**config.mk**
```make
export PLATFORM = sky130hd
export DESIGN_NAME = uart_tx_arbiter
export DESIGN_NICKNAME = d
export VERILOG_FILES = /design/src/rtl/uart_pkg.sv /design/src/rtl/rr_select.sv /design/src/rtl/uart_tx_arbiter.sv
export SDC_FILE = /design/constraint.sdc
export NUM_CORES = 1
export LEC_CHECK = 0
export CORE_MARGIN = 2
export CORE_UTILIZATION = 35
export DETAILED_ROUTE_END_ITERATION = 16
export PLACE_DENSITY = 0.73
export SYNTH_ARGS = -nofsm -noshare
export SYNTH_HDL_FRONTEND = slang
export SYNTH_HIERARCHICAL = 1
export SYNTH_SLANG_ARGS = --single-unit
export TNS_END_PERCENT = 50
```
**constraint.sdc**
```tcl
create_clock -name i_clk -period 8.1 [get_ports i_clk]
set_input_delay 1.62 -clock i_clk [delete_from_list [all_inputs] [get_ports i_clk]]
set_output_delay 1.62 -clock i_clk [all_outputs]
set_load 0.01 [all_outputs]
```
**src/rtl/uart_pkg.sv**
```systemverilog
// Shared definitions for the UART transmit arbiter.
//   state_e         : arbiter FSM encoding (idle / load / wait-for-done)
//   TIMEOUT_DEFAULT : default watchdog limit, in WAIT cycles
package uart_pkg;

  localparam int unsigned TIMEOUT_DEFAULT = 1024;

  typedef enum logic [1:0] {
    StIdle = 2'd0,
    StLoad = 2'd1,
    StWait = 2'd2
  } state_e;

endpackage

```
**src/rtl/rr_select.sv**
```systemverilog
// Round-robin selector: picks the first set request bit, searching upward from
// (i_ptr + 1) mod NUM_REQ and wrapping.
//   i_req   : request vector
//   i_ptr   : index of the last grant
//   o_grant : one-hot grant (zero when no request)
//   o_idx   : index of the granted requester (zero when no request)
//   o_any   : at least one request bit is set
module rr_select #(
  parameter int unsigned NUM_REQ = 4
) (
  input  logic [NUM_REQ-1:0]         i_req,
  input  logic [$clog2(NUM_REQ)-1:0] i_ptr,
  output logic [NUM_REQ-1:0]         o_grant,
  output logic [$clog2(NUM_REQ)-1:0] o_idx,
  output logic                       o_any
);

  localparam int unsigned IdxW = $clog2(NUM_REQ);

  assign o_any = |i_req;

  always_comb begin : p_sel
    logic            found;
    logic [IdxW-1:0] cand;
    o_grant = '0;
    o_idx   = '0;
    found   = 1'b0;
    cand    = '0;
    // Offsets 1..NUM_REQ so the last owner is examined last.
    for (int unsigned k = 1; k <= NUM_REQ; k++) begin
      cand = IdxW'((32'(i_ptr) + k) % NUM_REQ);
      if (!found && i_req[cand]) begin
        found         = 1'b1;
        o_grant[cand] = 1'b1;
        o_idx         = cand;
      end
    end
  end

endmodule

```
**src/rtl/uart_tx_arbiter.sv**
```systemverilog
// Shares one uart_tx between NUM_REQ byte requesters using round-robin arbitration,
// with a watchdog that abandons a transfer whose tx_done never arrives.
//   i_clk, i_rst  : clock, synchronous active-low reset
//   i_req_valid   : per-requester byte pending
//   i_req_data    : packed bytes, requester i at [i*DATA_W +: DATA_W]
//   o_req_ready   : one-hot accept, combinational, only in IDLE
//   o_tx_start    : one-cycle start pulse (LOAD cycle)
//   o_tx_data     : byte to uart_tx, held from LOAD until back in IDLE
//   i_tx_done     : completion pulse from uart_tx, honoured only in WAIT
//   o_busy        : FSM not in IDLE
//   o_grant_id    : current or last owner
//   o_timeout_err : one-cycle pulse when the watchdog aborts a transfer
module uart_tx_arbiter
  import uart_pkg::*;
#(
  parameter int unsigned NUM_REQ = 4,
  parameter int unsigned DATA_W  = 8,
  parameter int unsigned TIMEOUT = TIMEOUT_DEFAULT
) (
  input  logic                        i_clk,
  input  logic                        i_rst,
  input  logic [NUM_REQ-1:0]          i_req_valid,
  input  logic [NUM_REQ*DATA_W-1:0]   i_req_data,
  output logic [NUM_REQ-1:0]          o_req_ready,
  output logic                        o_tx_start,
  output logic [DATA_W-1:0]           o_tx_data,
  input  logic                        i_tx_done,
  output logic                        o_busy,
  output logic [$clog2(NUM_REQ)-1:0]  o_grant_id,
  output logic                        o_timeout_err
);

  localparam int unsigned IdxW = $clog2(NUM_REQ);
  localparam int unsigned WdW  = $clog2(TIMEOUT + 1);

  state_e            r_state;
  logic [DATA_W-1:0] r_tx_data;
  logic [IdxW-1:0]   r_grant_id;
  logic [IdxW-1:0]   r_ptr;
  logic [WdW-1:0]    r_wd;
  logic              r_tx_start;
  logic              r_timeout_err;

  logic [NUM_REQ-1:0] w_grant;
  logic [IdxW-1:0]    w_idx;
  logic               w_any;
  logic [DATA_W-1:0]  w_sel_data;
  logic               w_idle;

  rr_select #(
    .NUM_REQ (NUM_REQ)
  ) u_rr_select (
    .i_req   (i_req_valid),
    .i_ptr   (r_ptr),
    .o_grant (w_grant),
    .o_idx   (w_idx),
    .o_any   (w_any)
  );

  always_comb begin
    w_sel_data = '0;
    for (int unsigned i = 0; i < NUM_REQ; i++) begin
      if (w_idx == IdxW'(i)) begin
        w_sel_data = i_req_data[i*DATA_W +: DATA_W];
      end
    end
  end

  assign w_idle = (r_state == StIdle);

  // Gated by reset so no byte is consumed on a reset edge.
  assign o_req_ready   = (w_idle && i_rst) ? w_grant : '0;
  assign o_tx_start    = r_tx_start;
  assign o_tx_data     = r_tx_data;
  assign o_busy        = !w_idle;
  assign o_grant_id    = r_grant_id;
  assign o_timeout_err = r_timeout_err;

  always_ff @(posedge i_clk) begin
    if (!i_rst) begin
      r_state       <= StIdle;
      r_tx_data     <= '0;
      r_grant_id    <= '0;
      r_ptr         <= IdxW'(NUM_REQ - 1);
      r_wd          <= '0;
      r_tx_start    <= 1'b0;
      r_timeout_err <= 1'b0;
    end else begin
      r_tx_start    <= 1'b0;
      r_timeout_err <= 1'b0;
      case (r_state)
        StIdle: begin
          if (w_any) begin
            r_tx_data  <= w_sel_data;
            r_grant_id <= w_idx;
            r_ptr      <= w_idx;
            r_wd       <= '0;
            r_tx_start <= 1'b1;
            r_state    <= StLoad;
          end
        end
        StLoad: begin
          r_state <= StWait;
        end
        StWait: begin
          // r_wd counts completed WAIT cycles; abort once TIMEOUT of them pass without done.
          if (i_tx_done) begin
            r_state <= StIdle;
          end else if (r_wd == WdW'(TIMEOUT - 1)) begin
            r_timeout_err <= 1'b1;
            r_state       <= StIdle;
          end else begin
            r_wd <= r_wd + WdW'(1);
          end
        end
        default: begin
          r_state <= StIdle;
        end
      endcase
    end
  end

endmodule

```
==> impl_metrics.tcl, run 1 <==
set metrics [dict create \
    post_cts_resized 0 \
    slew_viol_final 0 \
    cts_sinks 27 \
    areaGrowthSynthToFinish_pct 31.9 \
    clkSlewWorstSetupHoldPaths_ns 0.08 \
    irDropWorstVdd_uv 111 \
    dieWidth_um 78.5 \
    r2r_end "o_tx_data[7]" \
    cp_max_fo 13 \
    hold_class "reg -> reg" \
    h-tree-depth 1 \
    totalWireLength_um 4490 \
    tightest_slew_ns 0.764 \
    postSynthAreaPerCell_sq_um 8.64 \
    rsz0062_at_grt "no" \
    setup_viol 0 \
    r2r_cells 10 \
    ctsHoldBuffers 0 \
    outcome "completed" \
    multi_input_area_sq_um 1310 \
    hp-start "o_tx_data[1]" \
    path_delay_family "buffers and inverters" \
    critPathCaptureType "output port" \
    dieArea_sq_um 6170 \
    mostFrequentLayoutCells "clkdlybuf4s50_1, nand2_1, dfxtp_1, a21oi_1, nor2_1" \
    timing.fmax_mhz 178 \
    syn_nets 273 \
    worstSkewPairLatency_ns 0.27 \
    syn_area_sq_um 1940 \
    skew_ns 0.00261 \
    ios 56 \
    fillers 525 \
    grt_pass1_wl_um 7720 \
    synth_top_area_cell "dfxtp_1" \
    avgViaCountPerCell 5.35 \
    cp.buffers_inverters 2 \
    r2r-start "r_ptr[0]" \
    yosysWarnings 6 \
    layout_commonest_cell "clkdlybuf4s50_1" \
    dpl.hpwl_um 3330 \
    rrSetupSlack_ns 4.86 \
    p_leak_nw 0.930 \
    gr-total-overflow 0 \
    relSlewSlack_pct 48.9 \
    max_stage_delay_ns 0.62 \
    power_density_nw_per_um2 171 \
    cp_cell_sequence "clkdlybuf4s50_1, mux4_2, a211oi_4, a221o_1, and3_1, clkdlybuf4s50_1" \
    coreArea_sq_um 5440 \
    cts_buffer_depth 2 \
    critPathRequiredTime_ns 6.48 \
    drive_above_1_share_pct 9.59 \
    vias 1836 \
    synth_top_area_share_pct 27.8 \
    die_height_um 78.5 \
    cp-startpoint "i_req_valid[0]" \
    drc_errors 0 \
    cts-root-buf "clkbuf_8" \
    synth.area.top_cells "dfxtp_1, mux4_2, nand2_1" \
    critical_path_class "in -> out" \
    timing.final.crit_share_pct 69.3 \
    wl_per_cell_um 13.1 \
    cp-start-kind "input port" \
    synth_cell_types 52 \
    ant_nets 0 \
    seqCellArea_sq_um 541 \
    nets 320 \
    num_rows 27 \
    min_to "o_tx_data[1]" \
    port_buffers 55 \
    antenna_found_initial 0 \
    cts_tree "yes" \
    post_cts_buffers 0 \
    ys_ff_latch 27 \
    numCtsBuffers 3 \
    crit_path_frequent_cell "clkdlybuf4s50_1" \
    cp_slowest_cell "mux4_2" \
    finalHoldViolations 0 \
    setup_tns_ns 0 \
    n_antenna_cell 0 \
    arrival_ns 4.00 \
    grt_util_all_layers_pct 15.0 \
    synthCells 225 \
    dpl_cell_area_sq_um 2520 \
    dr.pass1.iters 4 \
    dp_cells 339 \
    instances_no_fill 343 \
    routabilityCongestion 0.810 \
    fin_area_sq_um 2560 \
    initial_utilization_pct 35.7 \
    worstHoldPathCells 2 \
    max_cap_viol_count 0 \
    grt_max_degree 20 \
    period_needed_ns 5.62 \
    synth_seq_area_share_pct 27.8 \
    grt_pass1_vias 1734 \
    drtIter0Drc 106 \
]
[metal layers]
metal	share of wire, %	global-route usage [%]	vias to the layer above
li1	-	-	922
met2	51	28.4	44
met4	0.27	1.58	0
met3	4.5	3.22	2
met5	0	0	-
met1	44	17.9	868
[cells in the mapped netlist, drive strengths merged]
library cell,n
o21ai,8
nor4,1
nand2b,5
a211oi,1
nand3b,2
a2111o,1
inv,4
ha,9
a22oi,1
nand2,48
mux2,2
dfxtp,27
a221oi,2
and3b,1
o22ai,6
buf,9
and4,2
mux2i,4
a41o,1
and2b,1
clkbuf,5
a31oi,3
a311oi,2
nor3,1
nand3,10
a41oi,1
nor2b,4
nand4,3
o221ai,1
and2,1
o31ai,1
mux4,10
a221o,4
a21oi,17
or3b,1
and3,5
o211ai,3
nand4b,3
nor3b,3
nor2,11
clkinv,1
[logic make-up after synthesis]
kind of cell               count (synthesis)  synth area share, %
buffers and inverters                     19                 4.70
adders and majority gates                  9                 5.79
AOI/OAI and AO/OA                         52                 19.5
muxes                                     16                 14.8
DFF                                       27                 27.8
and+or+nand+nor                          102                 27.4
[stage by stage]
stage | util (%) | hold WS, ns | power (mW) | setup WS [ns]
floorplan | - | 0.416 | 0.301 | 3.61
global placement | 46.3 | 0.436 | 0.368 | 2.54
detailed placement | 46.3 | 0.445 | 0.370 | 2.49
CTS | 47.2 | 0.463 | 0.444 | 2.49
global route | 47.2 | 0.488 | 0.472 | 2.37
finish | 47.2 | 0.457 | 0.439 | 2.48
[registers in the layout, summed over array words and instances, names as in the netlist]
register / cells
o_grant_id: 2
o_timeout_err: 1
o_tx_data: 8
o_tx_start: 1
r_ptr: 2
r_state: 2
r_wd: 11
[final cells by class]
| type | instances | share of cell area (%) |
|---|---|---|
| multi-input combinational | 179 | 51.2 |
| timing repair buffer | 56 | 21.8 |
| sequential | 27 | 21.1 |
| tap | 72 | 3.51 |
| clock buffer | 4 | 1.76 |
| inverter | 5 | 0.732 |
[worst register-to-register path: stages, from the launching register on]
cell and delay, ns:
dfxtp_1 0.75, inv_1 0.27, ha_1 0.60, nor2b_1 0.13, a22oi_1 0.20, o211ai_1 0.11, a21oi_1 0.17, buf_4 0.23
mux4_2 0.51, nand2_1 0.09, a21oi_1 0.06
[how the worst max path moves through the flow]
stage,slack [ns],end,cells after the start
2_1_floorplan,3.61,o_req_ready[0],6
5_1_grt,2.37,o_req_ready[2],6
3_5_place_dp,2.49,o_req_ready[2],6
3_3_place_gp,2.54,o_req_ready[1],6
4_1_cts,2.49,o_req_ready[2],6
6_report,2.48,o_req_ready[2],6
[where the power goes]
part	total (mW)	internal, mW	switching (mW)	leakage (nW)
combinational	0.205	0.109	0.0966	0.686
clock	0.0738	0.0352	0.0386	0.0228
sequential	0.160	0.146	0.0145	0.221
total	0.439	0.290	0.150	0.930
(Power assumes the default switching activity.)
==> inputs of run 2 (changes only) <==
==> constraint.sdc (replaced) <==
create_clock -name i_clk -period 5.5 [get_ports i_clk]
set_input_delay 1.1 -clock i_clk [delete_from_list [all_inputs] [get_ports i_clk]]
set_output_delay 1.1 -clock i_clk [all_outputs]
set_load 0.01 [all_outputs]
==> run 2 against run 1 <==
Against the previous run: clock-buffer cell count shrank 1; clock skew down 0.00062 ns; sequential power grew 48%; flip-flop and latch count unchanged; combinational power up 48%; final cell count is 0.29% higher; setup slack lost 1.6 ns; via count down 0.11%; die area unchanged; total power up 50%; final area is 0.44% higher; sequential share of layout area fell by 0.092 points.
==> impl_metrics.tcl, run 2 (synthesis results as in run 1) <==
set metrics [dict create \
    mostFrequentLayoutCells "clkdlybuf4s50_1, nand2_1, dfxtp_1, a21oi_1, nor2_1" \
    fin_hold_ws_ns 0.460 \
    n_antenna_cell 0 \
    finalHoldViolations 0 \
    final_util_pct 47.4 \
    wl_per_cell_um 13.6 \
    critPathRequiredTime_ns 4.40 \
    ios 56 \
    cts_tree "yes" \
    layout_commonest_cell "clkdlybuf4s50_1" \
    gr-total-overflow 0 \
    coreArea_sq_um 5440 \
    cp-start-kind "input port" \
    r2r_end "o_tx_data[7]" \
    num_rows 27 \
    place_ws_ns 0.923 \
    outcome "completed" \
    ctsHoldBuffers 0 \
    power_density_nw_per_um2 256 \
    skew_ns 0.00198 \
    p_leak_nw 0.934 \
    setup_viol 0 \
    timing.final.crit_share_pct 83.2 \
    nets 321 \
    largest_reg_flops 11 \
    r2r-start "r_ptr[0]" \
    numCtsBuffers 3 \
    tightest_slew_ns 0.786 \
    setup_tns_ns 0 \
    dr.pass1.iters 4 \
    grt_util_all_layers_pct 15.7 \
    avgViaCountPerCell 5.33 \
    routabilityCongestion 0.809 \
    timing.fmax_mhz 219 \
    grt_pass1_wl_um 7960 \
    clkSlewWorstSetupHoldPaths_ns 0.09 \
    worstHoldPathCells 2 \
    cts_sinks 27 \
    rrSetupSlack_ns 2.26 \
    h-tree-depth 1 \
    drtIter0Drc 108 \
    arrival_ns 3.47 \
    die_height_um 78.5 \
    critPathCaptureType "output port" \
    cts-root-buf "clkbuf_8" \
    top_register "r_wd" \
    fin_ws_ns 0.926 \
    dpl.hpwl_um 3430 \
    hold_class "reg -> reg" \
    relSlewSlack_pct 47.4 \
    vias 1834 \
    port_buffers 55 \
    initial_utilization_pct 35.7 \
    cts_buffer_depth 2 \
    dieWidth_um 78.5 \
    irDropWorstVdd_uv 123 \
    totalWireLength_um 4680 \
    slew_viol_final 0 \
    critical_path_class "in -> out" \
    fillers 528 \
    min_to "o_tx_data[6]" \
    hp-start "o_tx_data[6]" \
    post_cts_resized 0 \
    antenna_found_initial 0 \
    areaGrowthSynthToFinish_pct 32.5 \
    r2r_cells 10 \
    cp_max_fo 13 \
    max_cap_viol_count 0 \
    grt_max_degree 20 \
    dieArea_sq_um 6170 \
    post_cts_buffers 0 \
    worstSkewPairLatency_ns 0.28 \
    drc_errors 0 \
    drive_above_1_share_pct 10.3 \
    period_needed_ns 4.57 \
    grt_pass1_vias 1719 \
    ant_nets 0 \
    rsz0062_at_grt "no" \
]
==> run 2: changes by cell type in the layout (fill, tap and decap cells not counted) <==
cell,previous run,this run
clkinvlp_4,0,1
clkbuf_1,1,0
buf_4,1,2
==> run 2: worst max path at each step <==
stage / depth (start not counted) / to / slack (ns) / from
2_1_floorplan: 9 / o_req_ready[0] / 2.04 / r_ptr[0]
3_3_place_gp: 6 / o_req_ready[1] / 0.98 / i_req_valid[0]
3_5_place_dp: 6 / o_req_ready[0] / 0.92 / i_req_valid[0]
4_1_cts: 6 / o_req_ready[0] / 0.93 / i_req_valid[0]
5_1_grt: 8 / o_req_ready[2] / 0.76 / r_ptr[0]
6_report: 6 / o_req_ready[0] / 0.93 / i_req_valid[0]
==> run 2: layout make-up <==
class	instances	area, sq um	area share, %
timing repair buffer	57	566	22.0
tap	72	90.1	3.50
sequential	27	541	21.0
clock buffer	3	41.3	1.60
inverter	5	18.8	0.729
clock inverter	1	7.51	0.291
multi-input combinational	179	1310	50.9
==> run 2: stage by stage <==
stage          area [sq um]  power [mW]  cells
2_1_floorplan          1940       0.444    225
3_3_place_gp           2530       0.542    340
3_5_place_dp           2530       0.547    340
4_1_cts                2580       0.662    344
5_1_grt                2580       0.703    344
6_report               2580       0.658    344
==> run 2: power breakdown <==
group / internal, mW / total [mW] / switching (mW)
logic: 0.160 / 0.304 / 0.144
clock network: 0.0515 / 0.117 / 0.0651
registers: 0.215 / 0.237 / 0.0225
total: 0.427 / 0.658 / 0.232
==> run 2: layer usage <==
metal	routed length [um]	GRT usage, %
met1	2170	19.7
met2	2300	27.9
met3	163	2.76
met4	44	3.68
met5	0	0
==> run 2: worst max-delay path: stages <==
cell	delay (ns)
clkdlybuf4s50_1	0.60
mux4_2	0.62
a211oi_4	0.29
a221o_1	0.19
and3_1	0.15
clkdlybuf4s50_1	0.53
==> inputs of run 3 (changes only) <==
--- a/config.mk
+++ b/config.mk
@@ -8,7 +8,7 @@
 export CORE_MARGIN = 2
 export CORE_UTILIZATION = 35
 export DETAILED_ROUTE_END_ITERATION = 16
-export PLACE_DENSITY = 0.73
+export PLACE_DENSITY = 0.75
 export SYNTH_ARGS = -nofsm -noshare
 export SYNTH_HDL_FRONTEND = slang
 export SYNTH_HIERARCHICAL = 1
==> constraint.sdc (replaced) <==
create_clock -name i_clk -period 3.95 [get_ports i_clk]
set_input_delay 0.79 -clock i_clk [delete_from_list [all_inputs] [get_ports i_clk]]
set_output_delay 0.79 -clock i_clk [all_outputs]
set_load 0.01 [all_outputs]
==> run 3 against run 2 <==
Against the previous run: sequential share of layout area fell by 0.66 points; global-route usage rose by 0.64 points; via count rose by 4.3%; first-iteration DRC count fell by 35%.
==> impl_metrics.tcl, run 3 (synthesis results as in run 1) <==
set metrics [dict create \
    max_cap_viol_count 0 \
    dieWidth_um 78.5 \
    layout_commonest_cell "clkdlybuf4s50_1" \
    cp-start-kind "input port" \
    gr-total-overflow 0 \
    setup_viol 0 \
    worstSkewPairLatency_ns 0.28 \
    cts_sinks 27 \
    drtIter0Drc 70 \
    r2r-start "r_ptr[0]" \
    grt_pass1_wl_um 8400 \
    antenna_found_initial 0 \
    dpl.hpwl_um 3750 \
    coreArea_sq_um 5440 \
    dr.pass1.iters 4 \
    cts-root-buf "clkbuf_8" \
    drc_errors 0 \
    skew_ns 0.00358 \
    drive_above_1_share_pct 13.8 \
    mostFrequentLayoutCells "clkdlybuf4s50_1, nand2_1, dfxtp_1, a21oi_1, buf_4" \
    routabilityCongestion 0.828 \
    arrival_ns 3.04 \
    setup_tns_ns 0 \
    finalHoldViolations 0 \
    slew_viol_final 0 \
    critical_path_class "in -> out" \
    clkSlewWorstSetupHoldPaths_ns 0.10 \
    cp_max_fo 7 \
    p_leak_nw 0.991 \
    timing.final.crit_share_pct 97.0 \
    h-tree-depth 1 \
    irDropWorstVdd_uv 189 \
    rrSetupSlack_ns 1.40 \
    num_rows 27 \
    tightest_slew_ns 0.506 \
    die_height_um 78.5 \
    cts_tree "yes" \
    final_util_pct 48.9 \
    areaGrowthSynthToFinish_pct 36.8 \
    timing.fmax_mhz 261 \
    cts_buffer_depth 2 \
    r2r_end "o_tx_data[5]" \
    worstHoldPathCells 2 \
    grt_util_all_layers_pct 16.4 \
    top_register "r_wd" \
    critPathCaptureType "output port" \
    numCtsBuffers 3 \
    power_density_nw_per_um2 357 \
    ant_nets 0 \
    place_ws_ns 0.107 \
    cp-startpoint "i_req_valid[3]" \
    fin_ws_ns 0.118 \
    critPathRequiredTime_ns 3.16 \
    multi_input_area_sq_um 1310 \
    r2r_cells 11 \
    cp-endpoint "o_req_ready[1]" \
    vias 1912 \
    relSlewSlack_pct 66.1 \
    totalWireLength_um 4880 \
    grt_pass1_vias 1827 \
    wl_per_cell_um 13.7 \
    nets 332 \
    ios 56 \
    port_buffers 55 \
    dpl_cell_area_sq_um 2600 \
    dieArea_sq_um 6170 \
    fillers 538 \
    largest_reg_flops 11 \
    period_needed_ns 3.83 \
    hold_class "reg -> reg" \
    fin_hold_ws_ns 0.461 \
    fin_area_sq_um 2660 \
    seqCellArea_sq_um 541 \
    initial_utilization_pct 35.7 \
    rsz0062_at_grt "no" \
    n_antenna_cell 0 \
    avgViaCountPerCell 5.39 \
    grt_max_degree 20 \
    outcome "completed" \
]
run 3: stage by stage:
| step | cells | total power [mW] |
|---|---|---|
| after floorplan | 225 | 0.618 |
| after global placement | 350 | 0.778 |
| after detailed placement | 350 | 0.784 |
| after CTS | 354 | 0.953 |
| after global routing | 355 | 1.01 |
| final | 355 | 0.949 |
run 3: layer usage:
layer,wire length (um),share of wire (%),track usage (%)
met3,156,3.2,2.30
met5,0,0,0
met1,2160,44,20.3
met2,2510,51,30.3
met4,53,1.1,2.81
run 3: final cells by class:
type / instances / share of cell area (%)
timing repair buffer: 68 / 24.4
clock inverter: 1 / 0.329
inverter: 5 / 0.706
multi-input combinational: 179 / 49.3
clock buffer: 3 / 1.55
sequential: 27 / 20.3
tap: 72 / 3.39
run 3: worst max-delay path: stages:
cell             delay [ns]
clkdlybuf4s50_1        0.51
or3b_1                 0.41
a2111o_1               0.38
nand3_2                0.12
a221o_1                0.15
and3_1                 0.15
clkdlybuf4s50_1        0.53
run 3: repair_timing:
action | 4_1_cts | 5_1_grt
resized for setup | 0 | 0
endpoints found under the setup margin | 0 | 3
hold buffers | 0 | 0
buffers inserted | 0 | 1
run 3: power breakdown:
group	switching [mW]	internal (mW)
registers	0.0151	0.299
clock network	0.0946	0.0742
logic	0.222	0.244
run 3: worst min-delay path by stage:
stage                    endpoint          start
floorplan                r_wd[10]       r_wd[10]
global placement         r_wd[10]       r_wd[10]
detailed placement  o_grant_id[0]  o_grant_id[0]
CTS                 o_grant_id[0]  o_grant_id[0]
global route         o_tx_data[0]   o_tx_data[0]
finish              o_grant_id[0]  o_grant_id[0]
